<file path="config.mk">
export PLATFORM = sky130hd
export DESIGN_NAME = instr_fetch
export DESIGN_NICKNAME = d
export VERILOG_FILES = /design/src/rtl/instr_fetch.sv
export SDC_FILE = /design/constraint.sdc
export NUM_CORES = 1
export LEC_CHECK = 0
export BUFFER_PORTS_ARGS = -buffer_cell sky130_fd_sc_hd__buf_2
export CAP_MARGIN = 5
export CORE_MARGIN = 5
export CORE_UTILIZATION = 57
export CTS_CLUSTER_SIZE = 40
export DETAILED_ROUTE_END_ITERATION = 8
export GPL_ROUTABILITY_DRIVEN = 0
export PLACE_DENSITY = 0.81
export SYNTH_ARGS = -nofsm -noshare
export SYNTH_HDL_FRONTEND = slang
export SYNTH_SLANG_ARGS = --single-unit
</file>
<file path="constraint.sdc">
create_clock -name clk -period 4.74 [get_ports clk]
set_input_delay 0.474 -clock clk [delete_from_list [all_inputs] [get_ports clk]]
set_output_delay 0.474 -clock clk [all_outputs]
set_load 0.02 [all_outputs]
</file>
<file path="src/rtl/instr_fetch.sv">
// -----------------------------------------------------------------------------
// instr_fetch
//
// Front end of the pipeline: walks a program counter through program memory,
// buffers returned words in a 2-entry FIFO and hands them downstream through a
// valid/ready handshake. Branch/jump redirects flush the buffer and restart
// fetching at the target. A misaligned redirect target parks the unit in a
// sticky error state until reset.
//
// Ports
//   clk              single clock, all state updates on its rising edge
//   rst              asynchronous, active-low reset
//   imem_addr        byte address presented to program memory (= fetch_pc)
//   imem_data        word returned by program memory, one cycle after address
//   imem_pc          address echo returned with imem_data
//   redirect_valid   redirect request
//   redirect_target  redirect byte address
//   instr_valid      instr/instr_pc hold a valid fetched instruction
//   instr_ready      downstream accepts when high together with instr_valid
//   instr            fetched instruction word (FIFO head)
//   instr_pc         address of instr (FIFO head)
//   fetch_err        sticky misaligned-redirect error
// -----------------------------------------------------------------------------
module instr_fetch #(
    parameter int unsigned OPD_WIDTH = 32,
    parameter int unsigned PC_WIDTH  = 12,
    parameter int unsigned RESET_PC  = 0
) (
    input  logic                 clk,
    input  logic                 rst,
    output logic [PC_WIDTH-1:0]  imem_addr,
    input  logic [31:0]          imem_data,
    input  logic [OPD_WIDTH-1:0] imem_pc,
    input  logic                 redirect_valid,
    input  logic [OPD_WIDTH-1:0] redirect_target,
    output logic                 instr_valid,
    input  logic                 instr_ready,
    output logic [31:0]          instr,
    output logic [OPD_WIDTH-1:0] instr_pc,
    output logic                 fetch_err
);

    localparam int DEPTH = 2;

    typedef enum logic [1:0] {
        IDLE = 2'd0,
        RUN  = 2'd1,
        ERR  = 2'd2
    } state_t;

    state_t                state_reg, state_next;
    logic [PC_WIDTH-1:0]   fetch_pc_reg, fetch_pc_next;
    logic                  inflight_reg, inflight_next;
    logic                  fetch_err_reg, fetch_err_next;
    logic [1:0]            count_reg, count_next;
    logic                  wr_ptr_reg, wr_ptr_next;
    logic                  rd_ptr_reg, rd_ptr_next;

    logic                  issue;
    logic                  flush;
    logic                  push;
    logic                  pop;
    logic                  pop_eff;
    logic [2:0]            occ_committed;

    logic [31:0]           entry_data [DEPTH];
    logic [OPD_WIDTH-1:0]  entry_pc   [DEPTH];

    // Only the low PC_WIDTH bits and the alignment bits of the target matter.
    logic                  unused_target_hi;
    assign unused_target_hi = ^redirect_target;

    assign pop = instr_valid & instr_ready;

    // Slots already spoken for once this cycle's pop is taken into account:
    // counting the pop lets a new fetch issue every cycle while the consumer
    // keeps up, yet still guarantees the in-flight word always has a slot.
    assign occ_committed = {1'b0, count_reg} - {2'b00, pop} + {2'b00, inflight_reg};

    // ------------------------------------------------------------------
    // Control FSM: next state, fetch decision, flush
    // ------------------------------------------------------------------
    always_comb begin
        state_next     = state_reg;
        fetch_pc_next  = fetch_pc_reg;
        fetch_err_next = fetch_err_reg;
        issue          = 1'b0;
        flush          = 1'b0;

        unique case (state_reg)
            IDLE: begin
                state_next = RUN;
            end
            RUN: begin
                if (redirect_valid) begin
                    // Any redirect throws away buffered and in-flight words;
                    // nothing is issued this cycle.
                    flush = 1'b1;
                    if (redirect_target[1:0] != 2'b00) begin
                        state_next     = ERR;
                        fetch_err_next = 1'b1;
                    end else begin
                        fetch_pc_next = redirect_target[PC_WIDTH-1:0];
                    end
                end else if (occ_committed < 3'd2) begin
                    issue         = 1'b1;
                    fetch_pc_next = fetch_pc_reg + PC_WIDTH'(4);
                end
            end
            ERR: begin
                flush = 1'b1;
            end
            default: begin
                state_next = IDLE;
            end
        endcase
    end

    // A response is only accepted if its fetch was issued last cycle and
    // has not been squashed by a redirect/error in the current cycle.
    assign push          = inflight_reg & ~flush;
    assign pop_eff       = pop & ~flush;
    assign inflight_next = issue;

    always_comb begin
        count_next  = count_reg;
        wr_ptr_next = wr_ptr_reg;
        rd_ptr_next = rd_ptr_reg;
        if (flush) begin
            count_next  = 2'd0;
            wr_ptr_next = 1'b0;
            rd_ptr_next = 1'b0;
        end else begin
            count_next  = count_reg + {1'b0, push} - {1'b0, pop_eff};
            wr_ptr_next = wr_ptr_reg ^ push;
            rd_ptr_next = rd_ptr_reg ^ pop_eff;
        end
    end

    always_ff @(posedge clk or negedge rst) begin
        if (!rst) begin
            state_reg     <= IDLE;
            fetch_pc_reg  <= PC_WIDTH'(RESET_PC);
            inflight_reg  <= 1'b0;
            fetch_err_reg <= 1'b0;
            count_reg     <= 2'd0;
            wr_ptr_reg    <= 1'b0;
            rd_ptr_reg    <= 1'b0;
        end else begin
            state_reg     <= state_next;
            fetch_pc_reg  <= fetch_pc_next;
            inflight_reg  <= inflight_next;
            fetch_err_reg <= fetch_err_next;
            count_reg     <= count_next;
            wr_ptr_reg    <= wr_ptr_next;
            rd_ptr_reg    <= rd_ptr_next;
        end
    end

    // ------------------------------------------------------------------
    // FIFO storage: one register pair per entry
    // ------------------------------------------------------------------
    genvar gi;
    generate
        for (gi = 0; gi < DEPTH; gi++) begin : g_entry
            logic [31:0]          data_reg;
            logic [OPD_WIDTH-1:0] pc_reg;

            always_ff @(posedge clk or negedge rst) begin
                if (!rst) begin
                    data_reg <= '0;
                    pc_reg   <= '0;
                end else if (push && (wr_ptr_reg == 1'(gi))) begin
                    data_reg <= imem_data;
                    pc_reg   <= imem_pc;
                end
            end

            assign entry_data[gi] = data_reg;
            assign entry_pc[gi]   = pc_reg;
        end
    endgenerate

    // ------------------------------------------------------------------
    // Outputs
    // ------------------------------------------------------------------
    assign imem_addr   = fetch_pc_reg;
    assign fetch_err   = fetch_err_reg;
    assign instr_valid = (count_reg != 2'd0);
    // Zeroed while empty so stale entries left behind by a flush never show.
    assign instr       = instr_valid ? entry_data[rd_ptr_reg] : '0;
    assign instr_pc    = instr_valid ? entry_pc[rd_ptr_reg]   : '0;

endmodule

</file>
==> results of run 1 <==
-- cell type report --
type                    count  area, um2
flip-flops and latches    148       3710
fillers                   834       3630
multi-input cells         349       3000
repair buffers            161        847
clock buffers              24        512
well taps                 147        184
clock inverters             8       48.8
inverters                   8       30.0
diodes                      1       2.50
-- routing by layer --
metal  share of wire  global-route usage  wire length (um)  up-vias
met5               0                   0                 0        -
met1            0.42               0.257              6070     2337
met3           0.060              0.0613               868       20
li1                -                   -                 -     2167
met4           0.019              0.0866               276        0
met2            0.50               0.358              7300      137
-- power by group through the flow --
stage          registers [mW]  clock network (mW)  logic (mW)
6_report                 2.35                1.25        2.61
5_1_grt                  2.44                1.34        2.85
3_5_place_dp             2.38                   0        2.62
4_1_cts                  2.36                1.27        2.64
3_3_place_gp             2.32                   0        2.54
2_1_floorplan            2.18                   0        2.01
-- layout by cell type (no fill, tap or decap), types with 2 or more instances in the layout --
cell type   instances
a21oi_1             9
and2_1              8
and3_1              2
and4_1              2
buf_12              2
buf_2             156
buf_4               2
clkbuf_16          17
clkbuf_8            6
clkinv_2            5
clkinvlp_4          2
dfrtp_1           147
ha_1                8
ha_2                2
inv_1               8
mux2_2            128
mux2i_1            65
nand2_1             5
nand3_1             2
nor2_1             76
nor3_1              2
o21ai_0             9
o2bb2ai_1           4
xnor2_1             2
xor2_1              2
-- Yosys cell counts, types with 2 or more instances --
cell type  number  area, um2
buf_2          19       95.1
nand3_1         2       10.0
dfrtp_1       148       3700
mux2_2        128       1440
nand2_1         5       18.8
o2bb2ai_1       4       35.0
inv_1           8       30.0
buf_4           5       37.5
ha_1           10        125
and3_1          2       12.5
buf_1           6       22.5
buf_6           2       22.5
mux2i_1        65        651
o21ai_0         9       45.0
and2_1          8       50.1
nor3_1          2       10.0
nor2_1         77        289
and4_1          2       17.5
xor2_1          2       17.5
xnor2_1         2       17.5
a21oi_1         9       45.0
-- per-stage QoR --
stage          instances  hold WS, ns   util  worst slack, ns
2_1_floorplan        537        0.178      -             2.19
3_3_place_gp         813        0.464  0.650             1.79
3_5_place_dp         813        0.466  0.650             1.77
4_1_cts              845        0.221  0.697             1.78
5_1_grt              846        0.262  0.697             1.57
6_report             846        0.181  0.697             1.78
-- cell families (layout without fill, tap and decap cells) --
| logic type | after synthesis | count (layout) |
|---|---|---|
| other cells | 0 | 1 |
| xor+xnor | 4 | 4 |
| buf+inv | 40 | 201 |
| simple gates | 108 | 108 |
| compound gates | 33 | 33 |
| fa+ha+maj | 11 | 11 |
| flops | 148 | 148 |
| mux | 193 | 193 |
-- path summary, 6_finish.rpt --
kind,start,end,slack (ns),cells after the start
hold / removal,rst,g_entry[1].data_reg[24],0.18,1
setup reg to reg,count_reg[1],imem_addr[10],1.78,10
hold reg to reg,imem_addr[1],imem_addr[1],0.48,1
min in group clk,imem_pc[16],g_entry[0].pc_reg[16],0.29,2
setup / recovery,count_reg[1],imem_addr[10],1.78,10
max in group asynchronous,rst,rd_ptr_reg,3.41,2
==> flow_metrics.env, run 1 <==
export IMPL_swShare=0.382
export IMPL_remaining_drc_errors=0
export IMPL_leakage_nw=4.16
export IMPL_netlist_instances=537
export IMPL_p_switching_mw=2.37
export IMPL_cp_start_kind="flop"
export IMPL_combPwrFrac=0.420
export IMPL_io_pins=178
export IMPL_synth_top_family_by_area="multiplexers"
export IMPL_wl_per_cell_um=17.2
export IMPL_yosysSeqAreaShare=0.537
export IMPL_first_pass_iters=4
export IMPL_cts_repair_resized=0
export IMPL_avgViaCountPerCell=5.51
export IMPL_crit_family="compound AO/OA/AOI/OAI gates"
export IMPL_clkPwrFrac=0.201
export IMPL_synth_compound_area_share=0.0310
export IMPL_clock_skew_ns=0.00716
export IMPL_antenna_found_initial=1
export IMPL_worstPathCellList="nor2_4 > inv_1 > and2_1 > ha_1 > nand2b_1 > fa_1 > nand3b_4 > o21ai_2 > o21ai_0 > a22o_1"
export IMPL_seqPwrFrac=0.379
export IMPL_start_util=0.577
export IMPL_hold_path_class="input pin to asynchronous set/reset pin"
export IMPL_timing_slew_headroom=0.211
export IMPL_synth_adder_area_share=0.0210
export IMPL_power_mw=6.21
export IMPL_slowest_stage="fa_1"
export IMPL_grt_pass1_vias=5054
export IMPL_finalCriticalPeriod_ns=2.96
export IMPL_synthSimpleGateAreaFrac=0.0731
export IMPL_grt_max_degree=110
export IMPL_vdd_drop_max_mv=0.481
export IMPL_critPathArrivalTime_ns=3.27
export IMPL_drive_above_1_share=0.473
export IMPL_routed_wl_um=14500
export IMPL_yosysUniqueCellTypes=43
export IMPL_end_kind="flop"
export IMPL_cts_made_buffers=17
export IMPL_critical_path_class="flop to flop"
export IMPL_syn_nets=648
export IMPL_die_h_um=120
export IMPL_maxCapViolCount=0
export IMPL_cpPeakStageDelay_ns=0.55
export IMPL_grt_ovfl_total=0
export IMPL_portBuffers=157
export IMPL_hpwl_um=9510
export IMPL_die_w_um=120
export IMPL_slew_viol_final=0
export IMPL_async_flop_share=1.00
export IMPL_synth_xor_area_share=0.00508
export IMPL_cts_tree="yes"
export IMPL_cp_max_fo=15
export IMPL_dieArea_um2=14400
export IMPL_post_dp_cell_area_um2=7770
export IMPL_final_period_utilization=0.624
export IMPL_setup_viol=0
export IMPL_cts_clk_slew_worst_paths_ns=0.06
export IMPL_synth_area_um2=6900
export IMPL_num_vias=4661
export IMPL_fp_coreArea_um2=12000
export IMPL_rsz0062_at_grt="no"
export IMPL_cp_required_ns=5.05
export IMPL_htreeDepth=4
export IMPL_area_growth_pct=20.8
export IMPL_tightest_slew_ns=1.18
export IMPL_grt_pass1_wl_um=24300
export IMPL_first_iter_violations=236
export IMPL_muxShareOfSynthArea=0.303
export IMPL_clockBufferDepth=2
export IMPL_gr_usage_all_layers=0.213
export IMPL_synth_edf_count=0
export IMPL_antenna_left=0
export IMPL_hold_viol_final=0
export IMPL_status="finished clean"
export IMPL_powerDensity_nw_per_um2=745
export IMPL_setup_tns_ns=0
export IMPL_yosys_warnings=0
export IMPL_rows=40
export IMPL_critical_path_buf_inv_count=1
export IMPL_fin_nets=796
export IMPL_cts_sinks=148
export IMPL_synthFlopType="dfrtp_1"
export IMPL_postCtsHoldBufs=0
export IMPL_synth_seq_cells=148
export IMPL_final_area_um2=8330
export IMPL_fmax_ghz=0.338
export IMPL_cts_root_buf="clkbuf_16"
export IMPL_avgSynthCellArea_um2=12.9
export IMPL_cts_setup_buffers=0
export IMPL_insertion_delay_ns=0.42
export IMPL_power_internal_mw=3.84
(Power assumes the default switching activity.)
==> run 2: changes to the inputs <==
--- a/config.mk
+++ b/config.mk
@@ -5,14 +5,15 @@
 export SDC_FILE = /design/constraint.sdc
 export NUM_CORES = 1
 export LEC_CHECK = 0
+export ABC_AREA = 1
 export BUFFER_PORTS_ARGS = -buffer_cell sky130_fd_sc_hd__buf_2
 export CAP_MARGIN = 5
 export CORE_MARGIN = 5
-export CORE_UTILIZATION = 57
+export CORE_UTILIZATION = 53
 export CTS_CLUSTER_SIZE = 40
 export DETAILED_ROUTE_END_ITERATION = 8
 export GPL_ROUTABILITY_DRIVEN = 0
-export PLACE_DENSITY = 0.81
+export PLACE_DENSITY = 0.76
 export SYNTH_ARGS = -nofsm -noshare
 export SYNTH_HDL_FRONTEND = slang
 export SYNTH_SLANG_ARGS = --single-unit
==> constraint.sdc (replaced) <==
create_clock -name clk -period 2.85 [get_ports clk]
set_input_delay 0.285 -clock clk [delete_from_list [all_inputs] [get_ports clk]]
set_output_delay 0.285 -clock clk [all_outputs]
set_load 0.02 [all_outputs]
==> flow_metrics.env, run 2 <==
export IMPL_avgSynthCellArea_um2=9.45
export IMPL_yosysUniqueCellTypes=32
export IMPL_synthFlopType="dfrtp_1"
export IMPL_synth_adder_area_share=0.0211
export IMPL_finalCriticalPeriod_ns=2.57
export IMPL_drive_above_1_share=0.315
export IMPL_avgViaCountPerCell=5.12
export IMPL_status="finished clean"
export IMPL_fp_coreArea_um2=12700
export IMPL_critical_path_class="flop to flop"
export IMPL_synth_xor_area_share=0.00382
export IMPL_antenna_found_initial=0
export IMPL_cts_setup_buffers=0
export IMPL_gr_usage_all_layers=0.208
export IMPL_cp_max_fo=12
export IMPL_cts_root_buf="clkbuf_16"
export IMPL_io_pins=178
export IMPL_hpwl_um=10100
export IMPL_crit_family="simple AND/OR/NAND/NOR gates"
export IMPL_rsz0062_at_grt="no"
export IMPL_start_util=0.543
export IMPL_critical_path_buf_inv_count=1
export IMPL_clkPwrFrac=0.225
export IMPL_slew_viol_final=0
export IMPL_seqCellArea_um2=3710
export IMPL_rows=41
export IMPL_netlist_instances=729
export IMPL_swShare=0.403
export IMPL_fin_util=0.669
export IMPL_fin_nets=985
export IMPL_portBuffers=157
export IMPL_fillers=1063
export IMPL_synth_edf_count=0
export IMPL_hold_path_class="input pin to flop"
export IMPL_synth_top_family_by_area="compound AO/OA/AOI/OAI gates"
export IMPL_yosys_top_cells_area="dfrtp_1, mux2_2, o21ai_0, nand2_1, a21oi_1"
export IMPL_vdd_drop_max_mv=0.626
export IMPL_yosysSeqAreaShare=0.538
export IMPL_dieArea_um2=15400
export IMPL_cp_start_kind="flop"
export IMPL_antenna_left=0
export IMPL_die_h_um=124
export IMPL_final_common_cell="buf_2"
export IMPL_fmax_ghz=0.389
export IMPL_timing_slew_headroom=0.417
export IMPL_power_internal_mw=6.02
export IMPL_yosys_warnings=0
export IMPL_maxCapViolCount=0
export IMPL_slowest_stage="fa_1"
export IMPL_insertion_delay_ns=0.41
export IMPL_syn_nets=840
export IMPL_clockBufferDepth=2
export IMPL_seqPwrFrac=0.331
export IMPL_powerDensity_nw_per_um2=1190
export IMPL_end_kind="flop"
export IMPL_multiInputGateArea_um2=2650
export IMPL_grt_pass1_wl_um=25200
export IMPL_grt_ovfl_total=0
export IMPL_synth_compound_area_share=0.153
export IMPL_tightest_slew_ns=0.874
export IMPL_muxShareOfSynthArea=0.105
export IMPL_first_pass_iters=4
export IMPL_critPathArrivalTime_ns=2.87
export IMPL_hold_viol_final=0
export IMPL_htreeDepth=4
export IMPL_cpPeakStageDelay_ns=0.49
export IMPL_p_switching_mw=4.07
export IMPL_yosysMostFrequentCell="dfrtp_1"
export IMPL_synth_common_cells="dfrtp_1, o21ai_0, nand2_1"
export IMPL_worstPathCellList="nor2_1 > nor2_1 > ha_1 > or2_2 > fa_1 > inv_1 > nor2_4 > nand2_4 > nand2_4 > o21ai_0 > o21a_1"
export IMPL_cts_sinks=148
export IMPL_combPwrFrac=0.443
export IMPL_die_w_um=124
export IMPL_final_cell_mix="buf_2, dfrtp_1, o21ai_0, nand2_1, inv_1"
export IMPL_wl_per_cell_um=14.4
export IMPL_synth_area_um2=6890
export IMPL_leakage_nw=4.25
export IMPL_async_flop_share=1.00
export IMPL_setup_tns_ns=0
export IMPL_synth_seq_cells=148
export IMPL_n_antenna_cell=0
export IMPL_cts_made_buffers=17
export IMPL_cts_clk_slew_worst_paths_ns=0.06
export IMPL_remaining_drc_errors=0
export IMPL_area_growth_pct=23.2
export IMPL_synth_top_area_frac=0.538
export IMPL_grt_pass1_vias=5429
export IMPL_synth_top_area_cell="dfrtp_1"
export IMPL_setup_viol=0
export IMPL_num_vias=5425
export IMPL_cts_tree="yes"
export IMPL_clock_skew_ns=0.00770
export IMPL_grt_max_degree=97
export IMPL_synthSimpleGateAreaFrac=0.0992
export IMPL_first_iter_violations=342
export IMPL_final_period_utilization=0.902
export IMPL_cp_required_ns=3.15
export IMPL_routed_wl_um=15200
run 2: changes by cell type after synthesis, moves of 21 or more:
cell,before,now
o21ai_0,9,130
nand2_1,5,99
inv_1,8,92
mux2i_1,65,0
mux2_2,128,64
a21oi_1,9,69
nor2_1,77,24
clkbuf_1,0,21
run 2: through the flow:
step / area [um2] / total power, mW / cells / worst slack [ns] / hold WS, ns
after floorplan: 6890 / 6.41 / 729 / 0.458 / -0.0106
after global placement: 7870 / 7.75 / 1026 / 0.344 / 0.444
after detailed placement: 7870 / 7.88 / 1026 / 0.276 / 0.441
after CTS: 8480 / 10.2 / 1059 / 0.258 / 0.0665
after global routing: 8480 / 10.8 / 1059 / 0.0941 / 0.0782
final: 8480 / 10.1 / 1059 / 0.279 / 0.0873
run 2: final cells by class:
cell class | count | area share
repair buffers | 170 | 0.113
multi-input cells | 443 | 0.312
clock inverters | 7 | 0.0143
well taps | 172 | 0.0254
clock buffers | 25 | 0.0572
inverters | 94 | 0.0416
flip-flops and latches | 148 | 0.437
run 2: worst paths after layout:
check / slack [ns] / start / cells after the start / endpoint
hold reg to reg: 0.50 / g_entry[0].pc_reg[28] / 1 / g_entry[0].pc_reg[28]
setup reg to reg: 0.28 / count_reg[1] / 11 / imem_addr[3]
setup / recovery: 0.28 / count_reg[1] / 11 / imem_addr[3]
hold / removal: 0.09 / imem_pc[0] / 3 / g_entry[1].pc_reg[0]
max in group asynchronous: 1.58 / rst / 3 / g_entry[1].data_reg[18]
min in group asynchronous: 0.53 / rst / 2 / g_entry[0].pc_reg[27]
run 2: repair_timing:
| action | CTS | global route |
|---|---|---|
| endpoints found under the hold margin | 29 | 0 |
| gates resized for setup | 0 | 0 |
| hold buffers | 1 | 0 |
run 2: routing by layer:
layer,track usage,part of all wire,vias to the layer above
met5,0,0,-
met4,0.0739,0.017,0
met3,0.0604,0.066,23
met2,0.336,0.49,149
met1,0.269,0.43,2578
li1,-,-,2675
run 2: kinds of logic after synthesis:
group | count (synthesis)
AO/OA/AOI/OAI | 207
AND/OR/NAND/NOR | 158
flip-flops | 148
buffers and inverters | 138
multiplexers | 64
adder cells (fa/ha/maj) | 11
XOR/XNOR | 3
run 2: power groups by stage:
| stage | Sequential [mW] | Clock (mW) | Combinational [mW] |
|---|---|---|---|
| final | 3.34 | 2.27 | 4.48 |
| after global routing | 3.45 | 2.41 | 4.98 |
| after CTS | 3.35 | 2.32 | 4.53 |
| after detailed placement | 3.37 | 0 | 4.51 |
| after global placement | 3.34 | 0 | 4.41 |
| after floorplan | 3.30 | 0 | 3.11 |
run 2: worst reg2reg max path: stages, from the launching register on:
cell and delay, ns:
dfrtp_1 0.43, nor2_1 0.09, nor2_1 0.22, ha_1 0.27, or2_2 0.30, fa_1 0.49, inv_1 0.07, nor2_4 0.12
nand2_4 0.11, nand2_4 0.16, o21ai_0 0.11, o21a_1 0.11
==> run 3: changes to the inputs <==
--- a/config.mk
+++ b/config.mk
@@ -10,6 +10,7 @@
 export CAP_MARGIN = 5
 export CORE_MARGIN = 5
 export CORE_UTILIZATION = 53
+export CTS_BUF_LIST = sky130_fd_sc_hd__clkbuf_16
 export CTS_CLUSTER_SIZE = 40
 export DETAILED_ROUTE_END_ITERATION = 8
 export GPL_ROUTABILITY_DRIVEN = 0
==> flow_metrics.env, run 3 (synthesis results as in run 2) <==
export IMPL_cts_tree="yes"
export IMPL_remaining_drc_errors=0
export IMPL_fmax_ghz=0.388
export IMPL_routed_wl_um=15300
export IMPL_final_cell_mix="buf_2, dfrtp_1, o21ai_0, nand2_1, inv_1"
export IMPL_critPathArrivalTime_ns=2.88
export IMPL_avgViaCountPerCell=5.16
export IMPL_antenna_left=0
export IMPL_io_pins=178
export IMPL_fillers=1064
export IMPL_fin_cells=1059
export IMPL_portBuffers=157
export IMPL_drive_above_1_share=0.311
export IMPL_cts_root_buf="clkbuf_16"
export IMPL_grt_max_degree=97
export IMPL_num_vias=5461
export IMPL_htreeDepth=4
export IMPL_dp_cells=1026
export IMPL_grt_ovfl_total=0
export IMPL_cts_made_buffers=17
export IMPL_vdd_drop_max_mv=0.626
export IMPL_multiInputGateArea_um2=2650
export IMPL_cp_required_ns=3.15
export IMPL_first_pass_iters=4
export IMPL_hpwl_um=10100
export IMPL_fp_coreArea_um2=12700
export IMPL_first_iter_violations=321
export IMPL_clockBufferDepth=2
export IMPL_cts_clk_slew_worst_paths_ns=0.06
export IMPL_clock_skew_ns=0.00792
export IMPL_tightest_slew_ns=0.881
export IMPL_finalCriticalPeriod_ns=2.58
export IMPL_slew_viol_final=0
export IMPL_final_period_utilization=0.904
export IMPL_n_antenna_cell=0
export IMPL_die_h_um=124
export IMPL_setup_tns_ns=0
export IMPL_powerDensity_nw_per_um2=1180
export IMPL_leakage_nw=4.26
export IMPL_cp_max_fo=12
export IMPL_hold_path_class="input pin to flop"
export IMPL_timing_slew_headroom=0.413
export IMPL_reg2reg_setup_slack_ns=0.27
export IMPL_dieArea_um2=15400
export IMPL_fin_ws_ns=0.274
export IMPL_rows=41
export IMPL_final_common_cell="buf_2"
export IMPL_hold_viol_final=0
export IMPL_die_w_um=124
export IMPL_cts_repair_resized=0
export IMPL_gr_usage_all_layers=0.208
export IMPL_rsz0062_at_grt="no"
export IMPL_cts_setup_buffers=0
export IMPL_cts_sinks=148
export IMPL_power_mw=10.0
export IMPL_setup_viol=0
export IMPL_end_kind="flop"
export IMPL_status="finished clean"
export IMPL_grt_pass1_wl_um=25100
export IMPL_pre_cts_ws_ns=0.276
export IMPL_area_growth_pct=22.7
export IMPL_critical_path_class="flop to flop"
export IMPL_maxCapViolCount=0
export IMPL_start_util=0.543
export IMPL_fin_nets=985
export IMPL_seqCellArea_um2=3710
export IMPL_insertion_delay_ns=0.41
export IMPL_wl_per_cell_um=14.4
export IMPL_grt_pass1_vias=5397
export IMPL_antenna_found_initial=0
export IMPL_cp_start_kind="flop"
[run 3: changes by cell type in the layout (fill, tap and decap cells not counted), sizes merged]
cell	delta
clkinv	+3
inv	+5
clkbuf	-8
[run 3: worst paths after layout]
| check | start | end | cells after the start |
|---|---|---|---|
| max in group asynchronous | rst | g_entry[1].data_reg[18] | 3 |
| setup reg to reg | count_reg[1] | imem_addr[3] | 11 |
| min in group asynchronous | rst | g_entry[1].pc_reg[25] | 2 |
| hold reg to reg | fetch_err | fetch_err | 1 |
| hold / removal | imem_pc[0] | g_entry[1].pc_reg[0] | 3 |
| setup / recovery | count_reg[1] | imem_addr[3] | 11 |
[run 3: metrics by stage]
stage	hold WS, ns	util	instance area [um2]
after floorplan	-0.0106	-	6890
after global placement	0.444	0.621	7870
after detailed placement	0.441	0.621	7870
after CTS	0.0671	0.667	8450
after global routing	0.0786	0.667	8450
final	0.0879	0.667	8450
[run 3: worst max-delay path, stage by stage, from the launching register on]
cell and delay [ns]:
dfrtp_1 0.43, nor2_1 0.08, nor2_1 0.22, ha_1 0.27, or2_2 0.30, fa_1 0.49, inv_1 0.07, nor2_4 0.12
nand2_4 0.11, nand2_4 0.16, o21ai_0 0.11, o21a_1 0.11
[run 3: cell type report]
class	count	share of cell area
Sequential cell	148	0.439
Multi-Input combinational cell	443	0.313
Timing Repair Buffer	170	0.113
Clock buffer	17	0.0503
Inverter	94	0.0417
Tap cell	172	0.0255
Clock inverter	15	0.0179
[run 3: report_power, final]
group	internal (mW)	switching, mW	total (mW)	leakage (nW)
clock	1.35	0.823	2.18	0.299
combinational	1.68	2.80	4.48	2.31
sequential	2.89	0.454	3.35	1.65
total	5.92	4.08	10.0	4.26
[run 3: layer usage]
layer / vias up / wire length (um) / GRT usage
met2: 154 / 7340 / 0.332
li1: 2676 / - / -
met5: - / 0 / 0
met3: 23 / 992 / 0.0604
met4: 0 / 258 / 0.0739
met1: 2608 / 6680 / 0.271
[run 3: timing repair]
item | 4_1_cts | 5_1_grt
hold buffers | 1 | 0
endpoints found under the hold margin | 31 | 0
setup endpoints to repair | 0 | 0
